--- src/rtl/matmul_run_ctrl.sv ---
// Run controller for the 3x3 matmul program: steps pc to HALT_PC, snapshots the
// nine result words, then streams them row-major over valid/ready.
module matmul_run_ctrl #(
  parameter logic [31:0] HALT_PC = 32'd356,
  parameter logic [31:0] PC_STEP = 32'd4,
  parameter int          DW      = 32
) (
  input  logic          clk,
  input  logic          rst_n,
  input  logic          start,
  input  logic          stall,
  output logic [31:0]   pc,
  input  logic [DW-1:0] d11,
  input  logic [DW-1:0] d12,
  input  logic [DW-1:0] d13,
  input  logic [DW-1:0] d21,
  input  logic [DW-1:0] d22,
  input  logic [DW-1:0] d23,
  input  logic [DW-1:0] d31,
  input  logic [DW-1:0] d32,
  input  logic [DW-1:0] d33,
  output logic          res_valid,
  input  logic          res_ready,
  output logic [DW-1:0] res_data,
  output logic [3:0]    res_idx,
  output logic          res_last,
  output logic          busy,
  output logic          done
);

  typedef enum logic [1:0] {
    S_IDLE  = 2'd0,
    S_RUN   = 2'd1,
    S_DRAIN = 2'd2,
    S_DONE  = 2'd3
  } state_t;

  state_t          state_q, state_d;
  logic [31:0]     pc_q, pc_d;
  logic [DW-1:0]   snap_q [9];
  logic [DW-1:0]   snap_d [9];
  logic [3:0]      idx_q, idx_d;
  logic            valid_q, valid_d;
  logic [DW-1:0]   data_q, data_d;

  always_comb begin
    state_d = state_q;
    pc_d    = pc_q;
    snap_d  = snap_q;
    idx_d   = idx_q;
    valid_d = valid_q;
    data_d  = data_q;

    case (state_q)
      S_IDLE: begin
        pc_d = '0;
        if (start) begin
          state_d = S_RUN;
        end
      end

      S_RUN: begin
        if (!stall) begin
          if (pc_q != HALT_PC) begin
            pc_d = pc_q + PC_STEP;
          end else begin
            snap_d[0] = d11;
            snap_d[1] = d12;
            snap_d[2] = d13;
            snap_d[3] = d21;
            snap_d[4] = d22;
            snap_d[5] = d23;
            snap_d[6] = d31;
            snap_d[7] = d32;
            snap_d[8] = d33;
            idx_d     = '0;
            valid_d   = 1'b1;
            // word 0 is presented straight from the input being captured
            data_d    = d11;
            state_d   = S_DRAIN;
          end
        end
      end

      S_DRAIN: begin
        if (valid_q && res_ready) begin
          if (idx_q == 4'd8) begin
            state_d = S_DONE;
            valid_d = 1'b0;
            idx_d   = '0;
            data_d  = '0;
          end else begin
            idx_d  = idx_q + 4'd1;
            data_d = snap_q[idx_q + 4'd1];
          end
        end
      end

      S_DONE: begin
        pc_d = HALT_PC;
        if (start) begin
          state_d = S_RUN;
          pc_d    = '0;
        end
      end

      default: state_d = S_IDLE;
    endcase
  end

  always_ff @(posedge clk or negedge rst_n) begin
    if (!rst_n) begin
      state_q <= S_IDLE;
      pc_q    <= '0;
      idx_q   <= '0;
      valid_q <= 1'b0;
      data_q  <= '0;
      for (int i = 0; i < 9; i++) begin
        snap_q[i] <= '0;
      end
    end else begin
      state_q <= state_d;
      pc_q    <= pc_d;
      idx_q   <= idx_d;
      valid_q <= valid_d;
      data_q  <= data_d;
      for (int i = 0; i < 9; i++) begin
        snap_q[i] <= snap_d[i];
      end
    end
  end

  assign pc        = pc_q;
  assign res_valid = valid_q;
  assign res_data  = data_q;
  assign res_idx   = idx_q;
  assign res_last  = valid_q && (idx_q == 4'd8);
  assign busy      = (state_q == S_RUN) || (state_q == S_DRAIN);
  assign done      = (state_q == S_DONE);

endmodule

--- config.mk ---
export PLATFORM = sky130hd
export DESIGN_NAME = matmul_run_ctrl
export DESIGN_NICKNAME = d
export VERILOG_FILES = /design/src/rtl/matmul_run_ctrl.sv
export SDC_FILE = /design/constraint.sdc
export NUM_CORES = 1
export LEC_CHECK = 0
export ABC_CLOCK_PERIOD_IN_PS = 4700
export CAP_MARGIN = 10
export CORE_MARGIN = 1.5
export CORE_UTILIZATION = 59
export DETAILED_ROUTE_END_ITERATION = 16
export DONT_BUFFER_PORTS = 1
export PLACE_DENSITY = 0.75
export SYNTH_ARGS = -nofsm -noshare
export SYNTH_HDL_FRONTEND = slang
export SYNTH_SLANG_ARGS = --single-unit
--- constraint.sdc ---
create_clock -name clk -period 4.7 [get_ports clk]
set_input_delay 0.94 -clock clk [delete_from_list [all_inputs] [get_ports clk]]
set_output_delay 0.94 -clock clk [all_outputs]
set_load 0.005 [all_outputs]
Word level (Yosys, flattened, before mapping) --
Cells that the tools add are included.
Word-level totals: flip-flop bits (word level) 359, output and inout port bits 72
Cells by class: add/subtract/negate cells 2, order comparisons 1, equal/unequal tests 11, muxes and demuxes 28, bitwise gates (word level) 3, reduce and logical (&&, ||, !) cells 12
Operator list (count):
- $mux W32 | 8
- $bmux W32 S4 | 1
- $pmux W32 S3 | 1
- $pmux W32 S2 | 1
- $add A32 B3 Y32 const B | 1
- $ne A32 B9 Y1 const B | 1
- $mux W4 | 4
- $mux W2 | 5
- $ne A2 B2 Y1 const B | 5
- $reduce_and A5 Y1 | 2
- $mux W9 | 1
- $pmux W4 S2 | 1
- $pmux W2 S3 | 1
- $reduce_and A3 Y1 | 2
- $ge A5 B5 Y1 const B | 1
- $not A4 Y5 | 1
- $add A4 B1 Y4 const B | 1
- $eq A2 B2 Y1 const B | 2
- $eq A4 B4 Y1 const B | 1
- $mux W1 | 4
- $reduce_and A4 Y1 | 1
- $reduce_bool A3 Y1 | 1
- $eq A2 B1 Y1 const B | 1
- $logic_and A1 B1 Y1 | 2
- other kinds (7) | 8

Depth between registers and ports, before layout --
Gate-level depths: netlist of the first run.
depth after elaboration 8, mapped depth 11

Worst setup path after synthesis of the first run --
OpenSTA, ideal clock, no wires.
kind flip-flop to flip-flop, start register idx_q[0], in the netlist res_idx[0], end register data_q[21], in the netlist res_data[21], library setup time 0.127 ns, data arrival time 2.618 ns, slack 1.955 ns, cell stages (with the launch flop) 12, path buffers 4, period minus slack after synthesis 2.745 ns, cell sequence dfrtp_1 > buf_2 > buf_4 > inv_1 > ha_1 > buf_2 > clkbuf_1 > mux4_2 > nand2_1 > a21oi_1 > a221o_1 > mux2_1
On the way: cells in the longest elaborated chain, start to end 8, elaborated cells between the ends (all ways) 9, classes of those cells 1 x add/sub; 1 x eq/ne; 6 x mux; 1 x bitwise
RTL lines:
- from (decl) | RTL line 42 | logic [3:0] idx_q, idx_d;
- from (signal assigned) | RTL line 124 | idx_q <= idx_d;
- $add A4 B1 Y4 | RTL line 94 | data_d = snap_q[idx_q + 4'd1];
- $not A4 Y5 (not written as such) | RTL line 94
- $bmux W32 S4 | RTL line 94
- $mux W32 (not written as such) (2 in a row) | RTL line 94
- $mux W32 (*) | RTL line 87 | if (idx_q == 4'd8) begin
- $mux W32 (*) | RTL line 86 | if (valid_q && res_ready) begin
- $pmux W32 S2 (*) | RTL line 54 | case (state_q)
- to (signal assigned) | RTL line 126 | data_q <= data_d;
- to (decl) | RTL line 44 | logic [DW-1:0] data_q, data_d;
Mark *: on every way between the ends. The rest lies on a longest branch, timed or not. The select of a mux whose other input is x is not followed. A chain may end at the register's enable or synchronous reset.

Final worst setup path of the first run --
start register idx_q[0], in the netlist res_idx[0], end register data_q[27], in the netlist res_data[27]
Same word-level chain as after synthesis.

==> flow_metrics.py, run 1 <==
metrics = {
    "timing": {
        "final_max_slew_viol_count": 0,
        "rsz0062_at_grt": "false",
        "setup-violations-final": 0,
        "post-route-period-util": 0.7506,
        "finClkSkew_ns": 0.01111,
        "max_freq_mhz": 283.5,
        "worstMarginPinSlew_ns": 1.195,
        "min_period_ns": 3.528,
        "relSlewSlack": 0.1984,
        "holdWs_ns": 0.1126,
        "setup-tns-final_ns": 0,
        "hold_viol_final": 0,
    },
    "clock_network": {
        "clock_sinks": 357,
        "cts_hold_buf": 0,
        "path_clk_slew_ns": 0.06,
        "max-clock-path-buffers": 3,
        "htreeDepth": 2,
        "cts_buffers": 39,
        "cts_root_buf": "clkbuf_16",
        "ctsResizeCount": 0,
        "postCtsSetupBuffers": 0,
        "cts_tree": "built",
        "clock_latency_ns": 0.53,
    },
    "route": {
        "vias": 12675,
        "wl_per_cell_um": 21.84,
        "routed-wl-met3_mm": 4.288,
        "m1WireLength_mm": 20.52,
        "routed_wl_mm": 46.16,
        "first_pass_iters": 5,
        "top_layer": "met5",
        "ant_nets": 0,
        "viasPerCell": 5.999,
        "drt_iter0_markers": 1345,
        "drcViolationCount": 0,
        "met2WireLength_mm": 19.45,
    },
    "logic_synthesis": {
        "synth_area_per_cell_um2": 9.512,
        "synthArstFlopShare": 1.000,
        "synth.most_common_cell": "nand2_1",
        "yosysUniqueCellTypes": 56,
        "yosysTopAreaCellShare": 0.5306,
        "ys_seq_elements": 357,
        "synth_flop_cell": "dfrtp_1",
        "synthTopCellsByArea": "dfrtp_1, nand2_1, mux4_2, buf_6, a221o_1",
        "yosysSeqAreaShare": 0.5306,
        "synth_commonest_cells": "nand2_1, dfrtp_1, mux4_2",
        "synth_cells": 1770,
        "synth_edf_count": 0,
        "yosys_warnings": 0,
        "synthesis.area_mm2": 0.01684,
        "synth_top_area_cell": "dfrtp_1",
    },
    "outcome": {
        "status": "finished clean",
    },
    "floorplanning": {
        "fp.coreArea_mm2": 0.02793,
        "die_area_mm2": 0.02956,
        "start_util": 0.6027,
        "fp.dieW_um": 171.9,
        "rows": 61,
        "die_h_um": 171.9,
        "boundaryPins": 365,
    },
    "power_and_ir_drop": {
        "p_per_area_mw_per_mm2": 576.5,
        "ir_drop_mv": 0.2980,
        "p_leak_nw": 9.018,
    },
    "critical_path": {
        "crit_family": "adder cells",
        "cp-endpoint": "res_data[27]",
        "cp_num_cells": 7,
        "cp_max_fo": 66,
        "crit_buf_inv": 1,
        "worstPathArrival_ns": 3.93,
        "cpPeakStageDelay_ns": 1.02,
        "r2r_start": "res_idx[0]",
        "ff2ff_path_depth": 7,
        "cp.required_ns": 5.10,
        "cp-start-kind": "flop",
        "reg2reg_to": "res_data[27]",
        "crit_slowest_cell": "ha_4",
        "cp_cell_sequence": "inv_1 > ha_4 > mux4_2 > nand2_1 > a21oi_1 > a221o_1 > mux2_1",
        "crit_type": "reg -> reg",
        "worstSetupEndpointType": "flop",
        "setup.worst_path.start": "res_idx[0]",
        "r2r_setup_slack_ns": 1.17,
    },
    "place": {
        "dp_hpwl_mm": 31.53,
        "place_congestion": 0.8828,
        "io_buffers": 0,
    },
    "finish": {
        "area_growth_pct": 7.298,
        "drive_gt1_frac": 0.09348,
        "final_util": 0.6467,
        "fin_nets": 2006,
    },
    "global_route": {
        "overflow": 0,
        "grt_start_max_net_pins": 358,
        "antenna_found_initial": 3,
        "grt_util_all_layers": 0.3121,
        "grt_pass1_wl_mm": 69.60,
        "grt_pass1_vias": 11929,
    },
    "hold_path": {
        "min_path_type": "in -> async",
    },
    "job": {
        "drv_cap": 0,
    },
}
-- layer usage --
layer,GRT usage,vias up
met2,0.4311,628
met4,0.1259,2
li1,-,5700
met1,0.4834,6228
met3,0.06134,117
met5,0,-
-- state kept, by name (all words and copies together) (netlist names) --
name / count
pc: 30
state_q: 2
snap_q: 288
res_valid: 1
res_idx: 4
res_data: 32
-- worst register-to-register path, cell delays in order, from the launching register on --
cell	delay, ns
dfrtp_4	0.84
inv_1	0.29
ha_4	1.03
mux4_2	0.48
nand2_1	0.09
a21oi_1	0.08
a221o_1	0.30
mux2_1	0.29
-- report_power, final --
| group | internal (mW) | switching [mW] | leakage [nW] |
|---|---|---|---|
| sequential | 4.29 | 0.965 | 4.84 |
| combinational | 0.949 | 1.08 | 3.54 |
| clock | 1.91 | 1.23 | 0.638 |
| total | 7.15 | 3.27 | 9.02 |
-- kinds of logic after synthesis --
family | Yosys count | synth area share
AOI/OAI and AO/OA | 131 | 0.05559
xor gates and xnor gates | 10 | 0.005202
other | 1 | 0.0002227
and+or+nand+nor | 1036 | 0.2476
adders and majority gates | 7 | 0.005202
buffers and inverters | 129 | 0.04674
DFF | 357 | 0.5306
muxes | 99 | 0.1088
-- area by class of cell --
class / instances / area, um^2
Multi-Input combinational cell: 1285 / 7179
Tap cell: 378 / 473.0
Inverter: 15 / 56.30
Clock inverter: 10 / 170.2
Clock buffer: 58 / 1149
Fill cell: 2313 / 9869
Sequential cell: 357 / 8937
Timing Repair Buffer: 8 / 95.09
Antenna cell: 2 / 5.005
-- how the worst min path moves through the flow --
stage | to | slack [ns] | cells after the start
floorplan | snap_q[160] | 0.43 | 2
global placement | snap_q[180] | 0.44 | 2
detailed placement | snap_q[278] | 0.45 | 2
CTS | pc[26] | 0.10 | 0
global route | pc[26] | 0.09 | 0
finish | pc[26] | 0.11 | 0
-- per-stage QoR --
stage          instances  area (um^2)  total power, mW  setup slack (ns)
2_1_floorplan       1771        16840            6.498             1.955
3_3_place_gp        2042        16740            7.127             1.259
3_5_place_dp        2042        16740            7.270             1.185
4_1_cts             2110        18050            10.42             1.168
5_1_grt             2113        18060            10.98             1.017
6_report            2113        18060            10.42             1.172
-- cell usage in the layout (no fill, tap or decap), types with 4 or more instances in the layout --
cell / netlist / layout
nand3_1: 17 / 17
ha_1: 7 / 6
clkbuf_1: 36 / 10
mux2_2: 17 / 17
a221o_1: 32 / 32
mux4_2: 64 / 64
o31ai_1: 5 / 5
buf_4: 3 / 4
a21oi_1: 46 / 46
xor2_1: 6 / 5
nor2_1: 13 / 13
a22oi_1: 4 / 4
nand4_1: 6 / 6
and3_1: 7 / 7
clkbuf_16: 0 / 40
o211ai_1: 11 / 11
nand2b_1: 4 / 4
nor4_1: 5 / 5
dfrtp_1: 357 / 356
nor3b_1: 4 / 4
inv_1: 14 / 14
o22ai_1: 4 / 4
mux2_1: 15 / 15
bufinv_16: 0 / 4
or3_1: 10 / 9
and4_1: 9 / 9
or4_1: 6 / 6
nand2_1: 940 / 940
o21ai_0: 12 / 12
clkbuf_8: 0 / 8
No activity file was read; power rests on OpenSTA's default activity.
==> run 2, diff against run 1 <==
- ABC_CLOCK_PERIOD_IN_PS: 4700 -> 3360
- clock period: 4.7 -> 3.36 ns (I/O delays scaled with it)
==> run 2 against run 1 <==
- core utilization grew 0.58 points
- total power up 39%
- critical path type unchanged
- wire length down 2.2%
- the run now ends with hold timing left
- combinational power rose by 43%
==> flow_metrics.py, run 2 (same netlist as run 1, synthesis figures left out) <==
metrics = {
    "outcome": {
        "status": "complete, but fails checks",
        "violations": "hold timing",
    },
    "route": {
        "drt_iter0_markers": 1280,
        "routed_wl_mm": 45.14,
        "viasPerCell": 5.950,
        "first_pass_iters": 6,
        "vias": 12662,
        "ant_nets": 0,
        "wl_per_cell_um": 21.21,
        "drcViolationCount": 0,
    },
    "place": {
        "placed_area_mm2": 0.01688,
        "dp_hpwl_mm": 31.40,
        "dpl_worst_slack_ns": 0.3173,
        "place_congestion": 0.9068,
        "io_buffers": 0,
    },
    "critical_path": {
        "r2r_setup_slack_ns": 0.29,
        "crit_slowest_cell": "nor4_4",
        "cp.required_ns": 3.81,
        "ff2ff_path_depth": 8,
        "reg2reg_to": "res_data[13]",
        "cp_max_fo": 17,
        "cp_cell_sequence": "inv_1 > ha_4 > nand3b_1 > nand2_1 > nor4_4 > buf_4 > a221o_1 > mux2_2",
        "r2r_start": "res_idx[0]",
        "cpPeakStageDelay_ns": 0.94,
        "worstPathArrival_ns": 3.52,
        "cp-start-kind": "flop",
        "worstSetupEndpointType": "flop",
        "crit_type": "reg -> reg",
    },
    "global_route": {
        "overflow": 0,
        "grt_pass1_vias": 11850,
        "grtUsageMet2": 0.4430,
        "use_met1": 0.4399,
        "grt-busiest-layer": "met2",
        "grt_start_max_net_pins": 358,
        "grt_util_all_layers": 0.3040,
        "grt_pass1_wl_mm": 68.45,
        "grt_util_met3": 0.08469,
        "antenna_found_initial": 2,
    },
    "finish": {
        "regArea_mm2": 0.008937,
        "largest_register_ffs": 288,
        "final_util": 0.6525,
        "fin_nets": 2017,
        "multiInputGateArea_mm2": 0.007179,
        "fillers": 2279,
        "final_common_cell": "nand2_1",
        "area_growth_pct": 8.264,
        "largest_register": "snap_q",
        "design_area_mm2": 0.01823,
        "drive_gt1_frac": 0.1047,
        "final_cell_mix": "nand2_1, dfrtp_1, mux4_2",
    },
    "floorplanning": {
        "boundaryPins": 365,
        "start_util": 0.6027,
        "die_area_mm2": 0.02956,
        "fp.coreArea_mm2": 0.02793,
        "fp.dieW_um": 171.9,
        "rows": 61,
        "die_h_um": 171.9,
    },
    "hold_path": {
        "min_path_type": "in -> async",
    },
    "power_and_ir_drop": {
        "pwr-share-comb": 0.198,
        "power.total_mw": 14.52,
        "swShare": 0.3108,
        "power_frac_seq": 0.497,
        "p_leak_nw": 9.136,
        "p_clk_frac": 0.304,
        "ir_drop_mv": 0.4015,
        "switching_power_mw": 4.513,
        "p_per_area_mw_per_mm2": 796.7,
        "internal_power_mw": 10.01,
    },
    "timing": {
        "rsz0062_at_grt": "false",
        "setup-violations-final": 0,
        "min_period_ns": 3.068,
        "fin_ws_ns": 0.2923,
        "holdWs_ns": -0.1491,
        "post-route-period-util": 0.9130,
        "final_max_slew_viol_count": 0,
        "relSlewSlack": 0.1564,
        "setup-tns-final_ns": 0,
        "hold_viol_final": 119,
        "finClkSkew_ns": 0.01800,
        "max_freq_mhz": 326.0,
        "worstMarginPinSlew_ns": 1.265,
    },
    "clock_network": {
        "cts_buffers": 39,
        "path_clk_slew_ns": 0.06,
        "cts_root_buf": "clkbuf_16",
        "clock_sinks": 357,
        "htreeDepth": 2,
        "cts_tree": "built",
        "max-clock-path-buffers": 3,
        "clock_latency_ns": 0.52,
    },
    "job": {
        "drv_cap": 0,
    },
}
[run 2: changes by cell type in the layout (fill, tap and decap cells not counted), sizes merged]
cell	previous run	this run
buf	8	19
clkinv	4	13
clkbuf	58	55
clkinvlp	2	0
bufinv	4	3
inv	15	16
[run 2: how the worst max path moves through the flow]
stage,startpoint,end,slack (ns)
finish,res_idx[0],res_data[13],0.29
floorplan,res_idx[0],res_data[21],0.61
global route,res_idx[0],res_data[13],0.09
global placement,res_idx[0],res_data[11],0.44
CTS,res_idx[0],res_data[13],0.28
detailed placement,res_idx[0],res_data[13],0.32
[run 2: worst max-delay path: cells and delay by family, from the launching register on]
family / cells / cell delay [ns]
adders and majority gates: 1 / 0.19
AOI/OAI and AO/OA: 1 / 0.21
muxes: 1 / 0.15
DFF: 1 / 0.55
and+or+nand+nor: 3 / 1.28
buffers and inverters: 2 / 0.59
[run 2: per-layer routing]
layer | vias up | wire length [um]
met5 | - | 0
met4 | 0 | 1580
met3 | 96 | 4515
met2 | 571 | 19710
met1 | 6259 | 19330
li1 | 5736 | -
[run 2: layout make-up]
type	instances	share of cell area
Multi-Input combinational cell	1285	0.3939
Clock inverter	17	0.009816
Clock buffer	55	0.06404
Inverter	15	0.003089
Tap cell	378	0.02595
Timing Repair Buffer	19	0.01263
Sequential cell	357	0.4903
Antenna cell	2	0.0002746
[run 2: power by group through the flow]
stage / Sequential (mW) / Combinational (mW) / Clock, mW
detailed placement: 7.24 / 2.87 / 0
floorplan: 6.71 / 2.38 / 0
global placement: 7.18 / 2.72 / 0
global route: 7.39 / 3.29 / 4.66
CTS: 7.18 / 2.89 / 4.47
finish: 7.22 / 2.88 / 4.42
[run 2: what timing repair did]
action | 4_1_cts | 5_1_grt
setup buffers | 0 | 0
resized for setup | 0 | 0
hold endpoints to repair | 357 | 357
[run 2: per-stage QoR]
step                      std cells  hold slack (ns)
after floorplan                1771           0.3764
final                          2128          -0.1491
after global routing           2128          -0.1707
after global placement         2054           0.3840
after detailed placement       2054           0.3829
after CTS                      2126          -0.1595
